--- config.mk ---
export PLATFORM = sky130hd
export DESIGN_NAME = operand_forward_stage
export DESIGN_NICKNAME = d
export VERILOG_FILES = /design/src/rtl/operand_forward_stage.sv
export SDC_FILE = /design/constraint.sdc
export NUM_CORES = 1
export LEC_CHECK = 0
export ABC_AREA = 1
export CORE_MARGIN = 2
export CORE_UTILIZATION = 45
export CTS_BUF_LIST = sky130_fd_sc_hd__clkbuf_8
export DETAILED_ROUTE_END_ITERATION = 10
export PLACE_DENSITY = 0.83
export SYNTH_ARGS = -nofsm -noshare
export SYNTH_HDL_FRONTEND = slang
export SYNTH_SLANG_ARGS = --single-unit
--- constraint.sdc ---
create_clock -name clk -period 1.8 [get_ports clk]
set_clock_uncertainty 0.05 [all_clocks]
set_input_delay 0.36 -clock clk [delete_from_list [all_inputs] [get_ports clk]]
set_output_delay 0.36 -clock clk [all_outputs]
set_load 0.03 [all_outputs]
--- src/rtl/operand_forward_stage.sv ---
// ID/EX operand forwarding stage: selects forwarded operands, inserts a single load-use bubble,
// and keeps saturating counts of forwarded captures and load-use stall cycles.
module operand_forward_stage (
  input  logic        clk,
  input  logic        rst_n,
  input  logic [2:0]  ForwardToMux5,
  input  logic [2:0]  ForwardToMux3,
  input  logic        HazardDetected,
  input  logic [15:0] RegData1,
  input  logic [15:0] RegData2,
  input  logic [15:0] MEMResult1,
  input  logic [15:0] MEMResult2,
  input  logic [15:0] WBResult1,
  input  logic [15:0] WBResult2,
  input  logic        MemIsLoad,
  input  logic        InValid,
  input  logic        Flush,
  input  logic        ExHold,
  output logic [15:0] OperandA,
  output logic [15:0] OperandB,
  output logic        OutValid,
  output logic        StallIFID,
  output logic [15:0] ForwardCount,
  output logic [7:0]  StallCount
);

  typedef enum logic [0:0] {StRun, StLstall} state_e;

  state_e      state_q, state_d;
  logic [15:0] opa_q, opa_d;
  logic [15:0] opb_q, opb_d;
  logic        valid_q, valid_d;
  logic [15:0] fwd_cnt_q, fwd_cnt_d;
  logic [7:0]  stall_cnt_q, stall_cnt_d;
  logic        stall;
  logic        capture;

  // Forwarding flag is informational only; selection is fully decoded from the mux selects.
  logic unused_hazard;
  assign unused_hazard = HazardDetected;

  function automatic logic [15:0] fwd_mux(input logic [2:0]  sel,
                                          input logic [15:0] reg_data,
                                          input logic [15:0] mem1,
                                          input logic [15:0] mem2,
                                          input logic [15:0] wb1,
                                          input logic [15:0] wb2);
    logic [15:0] res;
    case (sel)
      3'b001:  res = mem1;
      3'b010:  res = mem2;
      3'b011:  res = wb1;
      3'b100:  res = wb2;
      default: res = reg_data;
    endcase
    return res;
  endfunction

  logic [15:0] mux_a, mux_b;
  logic        sel_a_mem, sel_b_mem, sel_a_fwd, sel_b_fwd, load_use;

  assign mux_a = fwd_mux(ForwardToMux5, RegData1, MEMResult1, MEMResult2, WBResult1, WBResult2);
  assign mux_b = fwd_mux(ForwardToMux3, RegData2, MEMResult1, MEMResult2, WBResult1, WBResult2);

  assign sel_a_mem = (ForwardToMux5 == 3'b001) || (ForwardToMux5 == 3'b010);
  assign sel_b_mem = (ForwardToMux3 == 3'b001) || (ForwardToMux3 == 3'b010);
  assign sel_a_fwd = (ForwardToMux5 >= 3'b001) && (ForwardToMux5 <= 3'b100);
  assign sel_b_fwd = (ForwardToMux3 >= 3'b001) && (ForwardToMux3 <= 3'b100);
  assign load_use  = InValid && MemIsLoad && (sel_a_mem || sel_b_mem);

  always_comb begin
    state_d     = state_q;
    opa_d       = opa_q;
    opb_d       = opb_q;
    valid_d     = valid_q;
    fwd_cnt_d   = fwd_cnt_q;
    stall_cnt_d = stall_cnt_q;
    stall       = 1'b0;
    capture     = 1'b0;

    if (Flush) begin
      valid_d = 1'b0;
      state_d = StRun;
    end else if (ExHold) begin
      stall = 1'b1;
    end else begin
      unique case (state_q)
        StRun: begin
          if (load_use) begin
            stall   = 1'b1;
            valid_d = 1'b0;
            state_d = StLstall;
            if (stall_cnt_q != 8'hFF) stall_cnt_d = stall_cnt_q + 8'd1;
          end else begin
            capture = 1'b1;
          end
        end
        // Load data is now in WB; capture without re-checking so one bubble per instruction.
        StLstall: begin
          capture = 1'b1;
          state_d = StRun;
        end
        default: state_d = StRun;
      endcase
    end

    if (capture) begin
      opa_d   = mux_a;
      opb_d   = mux_b;
      valid_d = InValid;
      if (InValid && (sel_a_fwd || sel_b_fwd) && (fwd_cnt_q != 16'hFFFF)) begin
        fwd_cnt_d = fwd_cnt_q + 16'd1;
      end
    end
  end

  always_ff @(posedge clk or negedge rst_n) begin
    if (!rst_n) begin
      state_q     <= StRun;
      opa_q       <= 16'h0000;
      opb_q       <= 16'h0000;
      valid_q     <= 1'b0;
      fwd_cnt_q   <= 16'h0000;
      stall_cnt_q <= 8'h00;
    end else begin
      state_q     <= state_d;
      opa_q       <= opa_d;
      opb_q       <= opb_d;
      valid_q     <= valid_d;
      fwd_cnt_q   <= fwd_cnt_d;
      stall_cnt_q <= stall_cnt_d;
    end
  end

  assign OperandA     = opa_q;
  assign OperandB     = opb_q;
  assign OutValid     = valid_q;
  assign StallIFID    = stall && rst_n;
  assign ForwardCount = fwd_cnt_q;
  assign StallCount   = stall_cnt_q;

endmodule

# Yosys cells after proc, flatten, opt, wreduce, memory -nomap -nowiden

Index checks and enable logic that the tools add are counted.

$add $sub $neg: 2
Order comparisons: 4
Equal/unequal tests: 13
Muxes and demuxes: 18
Bitwise gates (word level): 3
Reduce and logical (&&, ||, !) cells: 15

Operators by type and width:

| kind                                                                                | number |
|---|---|
| 16-bit case mux with 4 select lines                                                 | 2 |
| 16-bit by 1-bit adder with 16-bit output, second input constant                     | 1 |
| 16-bit inequality test, second input constant                                       | 1 |
| 1-bit two-way mux                                                                   | 14 |
| 3-bit by 2-bit equality test with 1-bit output, second input constant               | 4 |
| 8-bit by 1-bit adder with 8-bit output, second input constant                       | 1 |
| 8-bit inequality test, second input constant                                        | 1 |
| 1-bit logical AND                                                                   | 7 |
| 3-bit by 1-bit equality test with 1-bit output, second input constant               | 2 |
| 3-bit equality test, second input constant                                          | 2 |
| 3-bit by 1-bit greater-or-equal comparator with 1-bit output, second input constant | 2 |
| 3-bit <= comparator, second input constant                                          | 2 |
| 3-bit by 2-bit inequality test with 1-bit output, second input constant             | 2 |
| 5-bit AND reduction                                                                 | 1 |
| 1-bit logical OR                                                                    | 4 |
| 1-bit case mux with 2 select lines                                                  | 2 |
| 1-bit NOT                                                                           | 3 |
| 3-bit AND reduction                                                                 | 1 |
| 3-bit nonzero test                                                                  | 1 |
| 2-bit inequality test, second input constant                                        | 1 |
| 2-bit AND reduction                                                                 | 1 |

Bits in registers: 58
Input port bits: 109
Word-level logic and storage cells: 61

# Depth between registers and ports, before layout

Depth in word-level cells: 10
Mapped depth: 12

# Worst setup path before layout

OpenSTA, ideal clock, no wires.

Kind: in2out
From: input ForwardToMux5[0]
To: output StallIFID
Arrival: 1.499 ns
Slack: -0.109 ns
Stages on the path: 9
Cells stage by stage: buf_2 > inv_2 > nand2_1 > nand3_1 > nand3_2 > nand2_1 > inv_2 > o21ai_0 > nor2_1

Cells in the longest elaborated chain, start to end: 9
Elaborated cells on any way between the ends: 10

RTL lines:

| element                                                                                                                 | RTL line | source |
|---|---|---|
| start: declaration                                                                                                      | 6        | `input logic [2:0] ForwardToMux5,` |
| 3-bit by 1-bit equality test with 1-bit output / 3-bit by 2-bit equality test with 1-bit output (equally long branches) | 65       | `assign sel_a_mem = (ForwardToMux5 == 3'b001) \|\| (ForwardToMux5 == 3'b010);` |
| 1-bit logical OR *                                                                                                      | 65       |  |
| 1-bit logical OR *                                                                                                      | 69       | `assign load_use = InValid && MemIsLoad && (sel_a_mem \|\| sel_b_mem);` |
| 1-bit logical AND *                                                                                                     | 69       |  |
| 1-bit two-way mux *                                                                                                     | 89       | `if (load_use) begin` |
| 1-bit two-way mux *                                                                                                     | 87       | `unique case (state_q)` |
| 1-bit two-way mux *                                                                                                     | 84       | `end else if (ExHold) begin` |
| 1-bit two-way mux *                                                                                                     | 81       | `if (Flush) begin` |
| 1-bit logical AND *                                                                                                     | 138      | `assign StallIFID = stall && rst_n;` |
| end: declaration                                                                                                        | 22       | `output logic StallIFID,` |

Every way passes the cells marked *; elsewhere a longest branch is shown, timed or not.

# Worst setup path in the final report

From: input ForwardToMux3[0]
To: output StallIFID

Cells in the longest elaborated chain, start to end: 9
Elaborated cells on any way between the ends: 10

RTL lines:

| element                                                                                                                 | RTL line | source |
|---|---|---|
| start: declaration                                                                                                      | 7        | `input logic [2:0] ForwardToMux3,` |
| 3-bit by 1-bit equality test with 1-bit output / 3-bit by 2-bit equality test with 1-bit output (equally long branches) | 66       | `assign sel_b_mem = (ForwardToMux3 == 3'b001) \|\| (ForwardToMux3 == 3'b010);` |
| 1-bit logical OR *                                                                                                      | 66       |  |
| 1-bit logical OR *                                                                                                      | 69       |  |
| 1-bit logical AND *                                                                                                     | 69       |  |
| 1-bit two-way mux *                                                                                                     | 89       |  |
| 1-bit two-way mux *                                                                                                     | 87       |  |
| 1-bit two-way mux *                                                                                                     | 84       |  |
| 1-bit two-way mux *                                                                                                     | 81       |  |
| 1-bit logical AND *                                                                                                     | 138      |  |

Marked as above.

==> flow_summary_export.csv <==
group,metric,value,unit
run_status,status,"finished clean",
critical_path,crit_required,1390,ps
floorplan,row_count,35,
layout,syn2layout_area_growth,56.4,%
floorplan,core,9110,um^2
routing,drc_errors,0,
clock_network,clkTransAtPathRegs,80,ps
sta,report.final.setup_viol,0,
routing,first_iter_violations,346,
critical_path,critPathLaunchType,"input pin",
synth,synth_compound_area_frac,0.0494,
sta,holdWs,156,ps
critical_path,criticalPathCategory,"in2out",
grt,grt.overflow.total,0,
synth,ys_seq_area_frac,0.348,
pwr,power-per-cell-area,727,nW/um^2
grt,antenna_found_initial,0,
placement,port_buffers,165,
grt,grt_pass1_wl,24800,um
critical_path,cp_top_family,"buffers and inverters",
placement,dpl.hpwl,11400,um
critical_path,end_kind,"output port",
routing,vias,5329,
floorplan,num_io_pins,167,
routing,ant_nets,0,
sta,period_needed,1790,ps
critical_path,cp_max_fo,3,
layout,antenna_cells,0,
synth,syn_area_per_cell,6.33,um^2
synth,yosys_warnings,0,
grt,grt_max_degree,59,
critical_path,slowest_delay,250,ps
grt,grtUsageTotal,0.308,
synth,syn_inst,660,
clock_network,clk_latency,350,ps
pwr,p_leak,3.61,nW
clock_network,cts-root-buf,"clkbuf_8",
clock_network,cts_tree,"yes",
synth,muxShareOfSynthArea,0,
placement,gp_congestion,1.07,
layout,drive_above_1_share,0.116,
floorplan,initial_core_util,0.459,
layout,stdcell_count,982,
sta,fin_crit_sh,0.992,
clock_network,cts_buffers,9,
routing,avgRoutedWirePerCell,15.6,um
layout,final_cell_mix,"nand2_1, clkdlybuf4s50_1, nand4_1, dfrtp_1, inv_1",
sta,finalHoldViolCount,0,
routing,wirelength,15300,um
job,maxCapViolations,0,
critical_path,crit_arrival,1380,ps
pwr,ir_drop,0.409,mV
critical_path,worstPathCellList,"dlygate4sd2_1, buf_4, nand3_2, nand3_4, nand2_2, inv_2, o21ai_2, nor2_2, buf_6",
critical_path,worst-path-buf-inv,4,
clock_network,htreeDepth,3,
synth,synthesis.area,4180,um^2
routing,via_per_inst,5.43,
floorplan,die-area,10100,um^2
synth,synth_fp_nets,771,
layout,final_common_cell,"nand2_1",
routing,dr.pass1.iters,7,
sta,tightest_slew,775,ps
sta,report.final.slew_viol_count,0,
clock_network,clockBufferDepth,2,
clock_network,cts_sinks,58,
floorplan,die_w,100,um
synth,synth-xor-area-share,0.0231,
sta,layout_setup_ws,14.7,ps
sta,relSlewSlack,0.484,
min_path,min_path_type,"in2async",
grt,grt_pass1_vias,5302,
critical_path,cp_slowest_cell,"dlygate4sd2_1",
synth,synth-simple-area-share,0.485,
placement,dp_cells,962,
synth,post_synth_num_cell_types,27,
placement,place_ws,-440,ps
synth,synth.ff_latch_count,58,
synth,synth_top_family_by_area,"simple AND/OR/NAND/NOR gates",
layout,fin_nets,977,
sta,timing.fmax,560,MHz
synth,synthAdderAreaFrac,0.00599,
sta,rsz0062_at_grt,"yes",
floorplan,dieHeight,100,um
-- synth_stat cells --
library cell	count	area, um^2
nor2_8	1	20.0
nand2_1	331	1240
nor2_1	33	124
buf_4	5	37.5
a21oi_4	1	16.3
dfrtp_1	58	1450
xor2_1	6	52.6
o21ai_1	2	10.0
clkbuf_1	1	3.75
nor3_1	1	5.00
inv_1	56	210
o21a_1	4	30.0
nor3_4	2	32.5
ha_1	2	25.0
nand2_2	1	6.26
buf_2	12	60.1
nand3_2	4	40.0
buf_6	2	22.5
nand2_4	2	22.5
nand3b_1	1	7.51
xnor2_1	5	43.8
nor2_2	2	12.5
nand4_1	58	363
buf_1	3	11.3
nand3_1	30	150
inv_2	7	26.3
o21ai_0	30	150
-- sequential cells by signal, summed over array words and instances (netlist names) --
name / count
state_q: 1
OperandB: 16
StallCount: 8
OutValid: 1
ForwardCount: 16
OperandA: 16
-- what timing repair did --
item | in CTS | in global routing
pin swaps | 1 | 2
hold buffers | 0 | 0
resized for setup | 54 | 22
endpoints found under the setup margin | 47 | 34
buffers inserted | 1 | 3
-- power breakdown --
part / switching, mW / total [mW] / internal [mW]
clock: 0.590 / 1.41 / 0.820
combinational: 0.996 / 1.70 / 0.709
sequential: 0.142 / 1.63 / 1.49
total: 1.73 / 4.75 / 3.02
-- logic make-up (layout without fill, tap and decap cells) --
logic type | after synthesis | after routing
xor+xnor | 11 | 11
simple gates | 466 | 466
fa+ha+maj | 2 | 2
buf+inv | 86 | 297
flops | 58 | 58
compound gates | 37 | 37
-- stage by stage --
step / utilization / TNS [ps] / total power [mW] / instance area (um^2)
floorplan: - / 0 / 2.50 / 4180
CTS: 0.709 / -5.47 / 4.78 / 6460
detailed placement: 0.687 / -14850 / 3.43 / 6260
global placement: 0.687 / -12130 / 3.40 / 6260
global route: 0.717 / -70.7 / 4.98 / 6530
finish: 0.717 / 0 / 4.75 / 6530
-- path summary, 6_finish.rpt --
check                                       from          endpoint  slack, ps  cells past startpoint
worst max-delay path            ForwardToMux3[0]         StallIFID         10                      9
worst min register to register       OperandB[1]       OperandB[1]        420                      2
max in group asynchronous                  rst_n   ForwardCount[1]       1000                      2
min in group clk                     OperandB[1]       OperandB[1]        420                      2
worst max register to register   ForwardCount[1]  ForwardCount[14]        140                      9
worst min-delay path                       rst_n     StallCount[5]        160                      2
-- worst register-to-register path, stage by stage (launching register included) --
cell and delay, ps:
dfrtp_2 390, ha_1 180, nand3_1 170, inv_2 110, nand2_1 120, nor2_4 190, nor2_8 70, buf_12 150
nand3_1 80, nand2_1 50
-- metal layers --
layer  share of wire  track usage  wire length (um)
met4           0.045        0.173               682
met3           0.093       0.0682              1420
met5               0            0                 0
met1            0.38        0.354              5780
met2            0.48        0.530              7410
-- final cells by class --
cell class / instances / area, um^2
clock inverters: 6 / 88.8
repair buffers: 218 / 2090
well taps: 111 / 139
inverters: 63 / 236
flip-flops and latches: 58 / 1450
multi-input cells: 516 / 2380
fillers: 786 / 2580
clock buffers: 10 / 138
No activity file was read; power rests on OpenSTA's default activity.
